`config.mk`:
```
export PLATFORM = sky130hd
export DESIGN_NAME = comment_strip
export DESIGN_NICKNAME = d
export VERILOG_FILES = /design/src/rtl/ccheck_pkg.sv /design/src/rtl/byte_skid2.sv /design/src/rtl/comment_strip.sv
export SDC_FILE = /design/constraint.sdc
export NUM_CORES = 1
export LEC_CHECK = 0
export BUFFER_PORTS_ARGS = -buffer_cell sky130_fd_sc_hd__buf_2
export CAP_MARGIN = 15
export CORE_ASPECT_RATIO = 0.7
export CORE_MARGIN = 5
export CORE_UTILIZATION = 53
export CTS_CLUSTER_SIZE = 8
export DETAILED_ROUTE_END_ITERATION = 16
export HOLD_SLACK_MARGIN = 0.12
export PLACE_DENSITY = 0.86
export SLEW_MARGIN = 5
export SYNTH_ARGS = -nofsm -noshare
export SYNTH_HDL_FRONTEND = slang
export SYNTH_SLANG_ARGS = --single-unit
```
`constraint.sdc`:
```
create_clock -name clk -period 2.4 [get_ports clk]
set_clock_uncertainty 0.1 [all_clocks]
set_input_delay 0.24 -clock clk [delete_from_list [all_inputs] [get_ports clk]]
set_output_delay 0.24 -clock clk [all_outputs]
set_load 0.1 [all_outputs]
```
`src/rtl/ccheck_pkg.sv`:
```
// ccheck_pkg: stripper FSM states and the ASCII constants it matches on
package ccheck_pkg;
  typedef enum logic [2:0] {NORMAL, SLASH, BLOCK, BLOCK_STAR, LINE} strip_state_t;
  localparam logic [7:0] CH_SLASH = 8'h2F;
  localparam logic [7:0] CH_STAR  = 8'h2A;
  localparam logic [7:0] CH_NL    = 8'h0A;
  localparam logic [7:0] CH_SEMI  = 8'h3B;
endpackage

```
`src/rtl/byte_skid2.sv`:
```
// byte_skid2: output register plus one pending slot; each push carries 0, 1 or 2 bytes
module byte_skid2 (
  input  logic       clk,
  input  logic       reset,
  input  logic [1:0] push_n,
  input  logic [7:0] push_d0,
  input  logic [7:0] push_d1,
  output logic       in_ready,
  output logic       out_valid,
  input  logic       out_ready,
  output logic [7:0] out_data
);
  logic       pend_v;
  logic [7:0] pend_d;
  logic       free;
  assign free     = ~out_valid | out_ready;
  assign in_ready = ~pend_v & free;
  // pend_v is only ever set together with out_valid, so out_ready alone drains it
  always_ff @(posedge clk or negedge reset)
    if (!reset) begin
      out_valid <= 1'b0;
      out_data  <= 8'h00;
      pend_v    <= 1'b0;
      pend_d    <= 8'h00;
    end else if (pend_v) begin
      if (out_ready) begin
        out_data <= pend_d;
        pend_v   <= 1'b0;
      end
    end else if (free) begin
      out_valid <= |push_n;
      if (|push_n) out_data <= push_d0;
      if (push_n == 2'd2) begin
        pend_v <= 1'b1;
        pend_d <= push_d1;
      end
    end
endmodule

```
`src/rtl/comment_strip.sv`:
```
// comment_strip: replaces each C block comment with REPLACE_CHAR, passing all other bytes.
// Defining LINE_COMMENT_EN also strips // comments up to (not including) the newline.
module comment_strip import ccheck_pkg::*; #(
  parameter logic [7:0] REPLACE_CHAR = 8'h20
) (
  input  logic       clk,
  input  logic       reset,
  input  logic       in_valid,
  output logic       in_ready,
  input  logic [7:0] in_data,
  output logic       out_valid,
  input  logic       out_ready,
  output logic [7:0] out_data,
  output logic       in_comment
);
  strip_state_t state, nxt;
  logic       fire;
  logic [1:0] emit_n, push_n;
  logic [7:0] d0, d1;
  assign fire       = in_valid & in_ready;
  assign push_n     = fire ? emit_n : 2'd0;
  assign in_comment = state inside {BLOCK, BLOCK_STAR, LINE};
  always_ff @(posedge clk or negedge reset)
    if (!reset) state <= NORMAL;
    else if (fire) state <= nxt;
  always_comb begin
    nxt    = state;
    emit_n = 2'd0;
    d0     = in_data;
    d1     = in_data;
    case (state)
      NORMAL: begin
        if (in_data == CH_SLASH) nxt = SLASH;
        else emit_n = 2'd1;
      end
      SLASH: begin
        d0 = CH_SLASH;
        if (in_data == CH_STAR) nxt = BLOCK;
`ifdef LINE_COMMENT_EN
        else if (in_data == CH_SLASH) nxt = LINE;
`else
        else if (in_data == CH_SLASH) emit_n = 2'd1;
`endif
        else begin
          emit_n = 2'd2;
          nxt    = NORMAL;
        end
      end
      BLOCK: nxt = (in_data == CH_STAR) ? BLOCK_STAR : BLOCK;
      BLOCK_STAR: begin
        if (in_data == CH_SLASH) begin
          nxt    = NORMAL;
          emit_n = 2'd1;
          d0     = REPLACE_CHAR;
        end else if (in_data != CH_STAR) nxt = BLOCK;
      end
`ifdef LINE_COMMENT_EN
      LINE: begin
        if (in_data == CH_NL) begin
          nxt    = NORMAL;
          emit_n = 2'd1;
        end
      end
`endif
      default: nxt = NORMAL;
    endcase
  end
  byte_skid2 u_skid (
    .clk(clk),
    .reset(reset),
    .push_n(push_n),
    .push_d0(d0),
    .push_d1(d1),
    .in_ready(in_ready),
    .out_valid(out_valid),
    .out_ready(out_ready),
    .out_data(out_data)
  );
endmodule
```
==> reports/qor.yml <==
place:
  io_buffer_count: 22
  place.gp.congestion: 0.838
  pre_cts_ws_ns: 0.455
  post-dp-hpwl_um: 1790
  postPlaceCellArea_um2: 1220
  dp.cells: 136
synthesis:
  synth_cells: 96
  synth_cell_types: 35
  yosysWarningCount: 0
  syn_area_um2: 1100
  synth_seq_cells: 20
  yosysSeqAreaShare_pct: 45.6
  syn_avg_cell_area_um2: 11.4
  syn-num-nets: 108
die:
  rows: 13
  ios: 23
  die_y_um: 48.1
  die-area_um2: 3100
  start_util_pct: 57.2
  design.core.area_um2: 1920
  die_x_um: 64.4
finish:
  multi_input_area_um2: 564
  syn_to_final_growth_pct: 20.2
  final_cells: 147
  seq_area_um2: 500
  fin_nets: 139
  stdcell_area_um2: 1320
  final_util_pct: 68.8
  fillers: 148
  drive_gt1_share_pct: 32.8
  antennaDiodeCount: 0
power:
  p_total_mw: 1.40
  power.leakage_nw: 0.627
  ir_drop_v: 0.000658
  power_density_nw_per_um2: 1060
drt:
  antenna_left: 0
  wl_per_cell_um: 16.4
  first_iter_violations: 32
  dr.pass1.iters: 4
  wirelength_um: 2420
  avgViaCountPerCell: 5.87
  drc: 0
  num_vias: 863
worst_setup_path:
  path_buf_inv: 2
  worstPathMaxFanout: 10
  worstSetupPathDepth: 6
  max_stage_delay_ns: 0.52
  crit_family: "buffers and inverters"
  endpoint_kind: "register"
  critPathKind: "input pin to register"
  cp.required_ns: 2.49
  rrSetupSlack_ns: 0.44
  crit_path_top_delay_cell: "dlygate4sd3_1"
  reg2reg_depth: 4
  crit_arrival_ns: 2.21
  startpoint_type: "input pin"
  cp_cell_sequence: "dlygate4sd3_1 -> buf_2 -> and3b_1 -> nand3_1 -> o211ai_4 -> mux2_1"
global_route:
  grt_pass1_vias: 870
  gr-usage-all-layers_pct: 18.1
  grt_max_degree: 21
  grt.overflow.total: 0
  grt_pass1_wl_um: 4130
  antenna_found_initial: 0
timing:
  period_needed_ns: 2.12
  hold_viol: 0
  finalSetupTns_ns: 0
  rsz0062_at_grt: "false"
  slew_viol_final: 0
  fmax_mhz: 472
  layout_setup_ws_ns: 0.280
  setup_viol: 0
  tightestPinTransition_ns: 0.490
  whs_ns: 0.166
  slew_headroom_pct: 67.6
  finalCritPeriodShare_pct: 88.4
clock_network:
  cts_buffers: 3
  clkLatencyLatePin_ns: 0.30
  cts_root_buf: "clkbuf_4"
  cts_tree: "yes"
  htree_levels: 1
  clk_path_buf_depth: 2
  clock_sinks: 20
  cts_setup_buffers: 0
  clkTransAtPathRegs_ns: 0.11
worst_hold_path:
  holdPathStages: 2
  min_path_type: "input pin to register"
outcome:
  run_status: "finished clean"
job:
  max_cap_violations: 0
-- final cells by class --
type	count	share of cell area (%)
sequential	20	37.9
tap	22	2.09
clock buffer	3	1.71
multi-input combinational	68	42.7
inverter	4	1.14
timing repair buffer	30	14.4
-- metal layers --
metal	vias up	global-route usage, %	part of all wire, %
li1	411	-	-
met1	412	23.4	47
met2	35	29.7	44
met3	5	5.30	8.1
met4	0	7.14	0.99
met5	-	0	0
-- synthesized netlist by cell type --
cell | n | area (um2)
inv_1 | 4 | 15.0
and3b_1 | 1 | 8.76
and2_1 | 1 | 6.26
nor2b_1 | 3 | 18.8
buf_4 | 1 | 7.51
and4bb_2 | 1 | 12.5
a31oi_1 | 3 | 18.8
a21bo_2 | 1 | 10.0
nand2_1 | 8 | 30.0
a31oi_2 | 1 | 12.5
o211ai_4 | 1 | 21.3
a31o_2 | 1 | 8.76
dfrtp_1 | 20 | 500
mux2_1 | 6 | 67.6
a22o_1 | 3 | 26.3
o22a_1 | 1 | 8.76
o22ai_1 | 2 | 12.5
nand3_1 | 3 | 15.0
mux2i_1 | 1 | 10.0
nand4_1 | 1 | 6.26
clkbuf_1 | 1 | 3.75
a2bb2oi_1 | 1 | 8.76
o2111ai_4 | 1 | 26.3
clkbuf_2 | 1 | 5.00
mux2_4 | 6 | 90.1
nand2_4 | 1 | 11.3
mux2_2 | 1 | 11.3
a211oi_1 | 1 | 7.51
o21ai_0 | 7 | 35.0
a21oi_1 | 2 | 10.0
buf_2 | 1 | 5.00
nor3b_4 | 1 | 18.8
nor2_1 | 7 | 26.3
and4bb_1 | 1 | 12.5
a32o_1 | 1 | 10.0
-- final timing paths --
path,startpoint,endpoint
setup / recovery,in_data[4],u_skid.pend_d[0]$_DFFE_PN0P_
hold / removal,in_data[0],state[1]$_DFFE_PN0P_
setup reg to reg,u_skid.pend_v$_DFF_PN0_,u_skid.out_data[5]$_DFFE_PN0P_
hold reg to reg,u_skid.pend_d[7]$_DFFE_PN0P_,u_skid.pend_d[7]$_DFFE_PN0P_
max in group asynchronous,reset,u_skid.out_valid$_DFFE_PN0P_
min in group asynchronous,reset,u_skid.pend_d[1]$_DFFE_PN0P_
-- sequential cells by signal, summed over array words and instances, names as in the netlist --
register,flops
u_skid.out_data,8
u_skid.pend_v,1
u_skid.pend_d,8
u_skid.out_valid,1
state,2
-- cells in the final DEF (no fill, tap or decap), types with 2 or more instances in the layout --
cell / Yosys / final
a21oi_1: 2 / 2
a22o_1: 3 / 3
a31oi_1: 3 / 3
buf_2: 1 / 22
clkbuf_4: 0 / 3
dfrtp_1: 20 / 20
dlygate4sd3_1: 0 / 8
inv_1: 4 / 4
mux2_1: 6 / 6
mux2_4: 6 / 6
nand2_1: 8 / 8
nand3_1: 3 / 3
nor2_1: 7 / 6
nor2b_1: 3 / 3
o21ai_0: 7 / 7
o22ai_1: 2 / 2
-- power by group --
group	internal [mW]	leakage, nW	switching, mW
clock	0.0587	0.0138	0.102
sequential	0.430	0.249	0.0497
combinational	0.160	0.364	0.597
-- kinds of logic (layout without fill, tap and decap cells) --
kind of cell	count (synthesis)	in the layout	share of synthesized area, %
multiplexers	14	14	16.3
AND/OR/NAND/NOR	28	28	15.1
flip-flops	20	20	45.6
buffers and inverters	8	37	3.30
AO/OA/AOI/OAI	26	26	19.7
-- repair_timing --
action                    in CTS  in global routing
hold endpoints to repair      27                  0
gates resized for setup        0                  0
hold buffers                   8                  0
No activity file was read; power rests on OpenSTA's default activity.
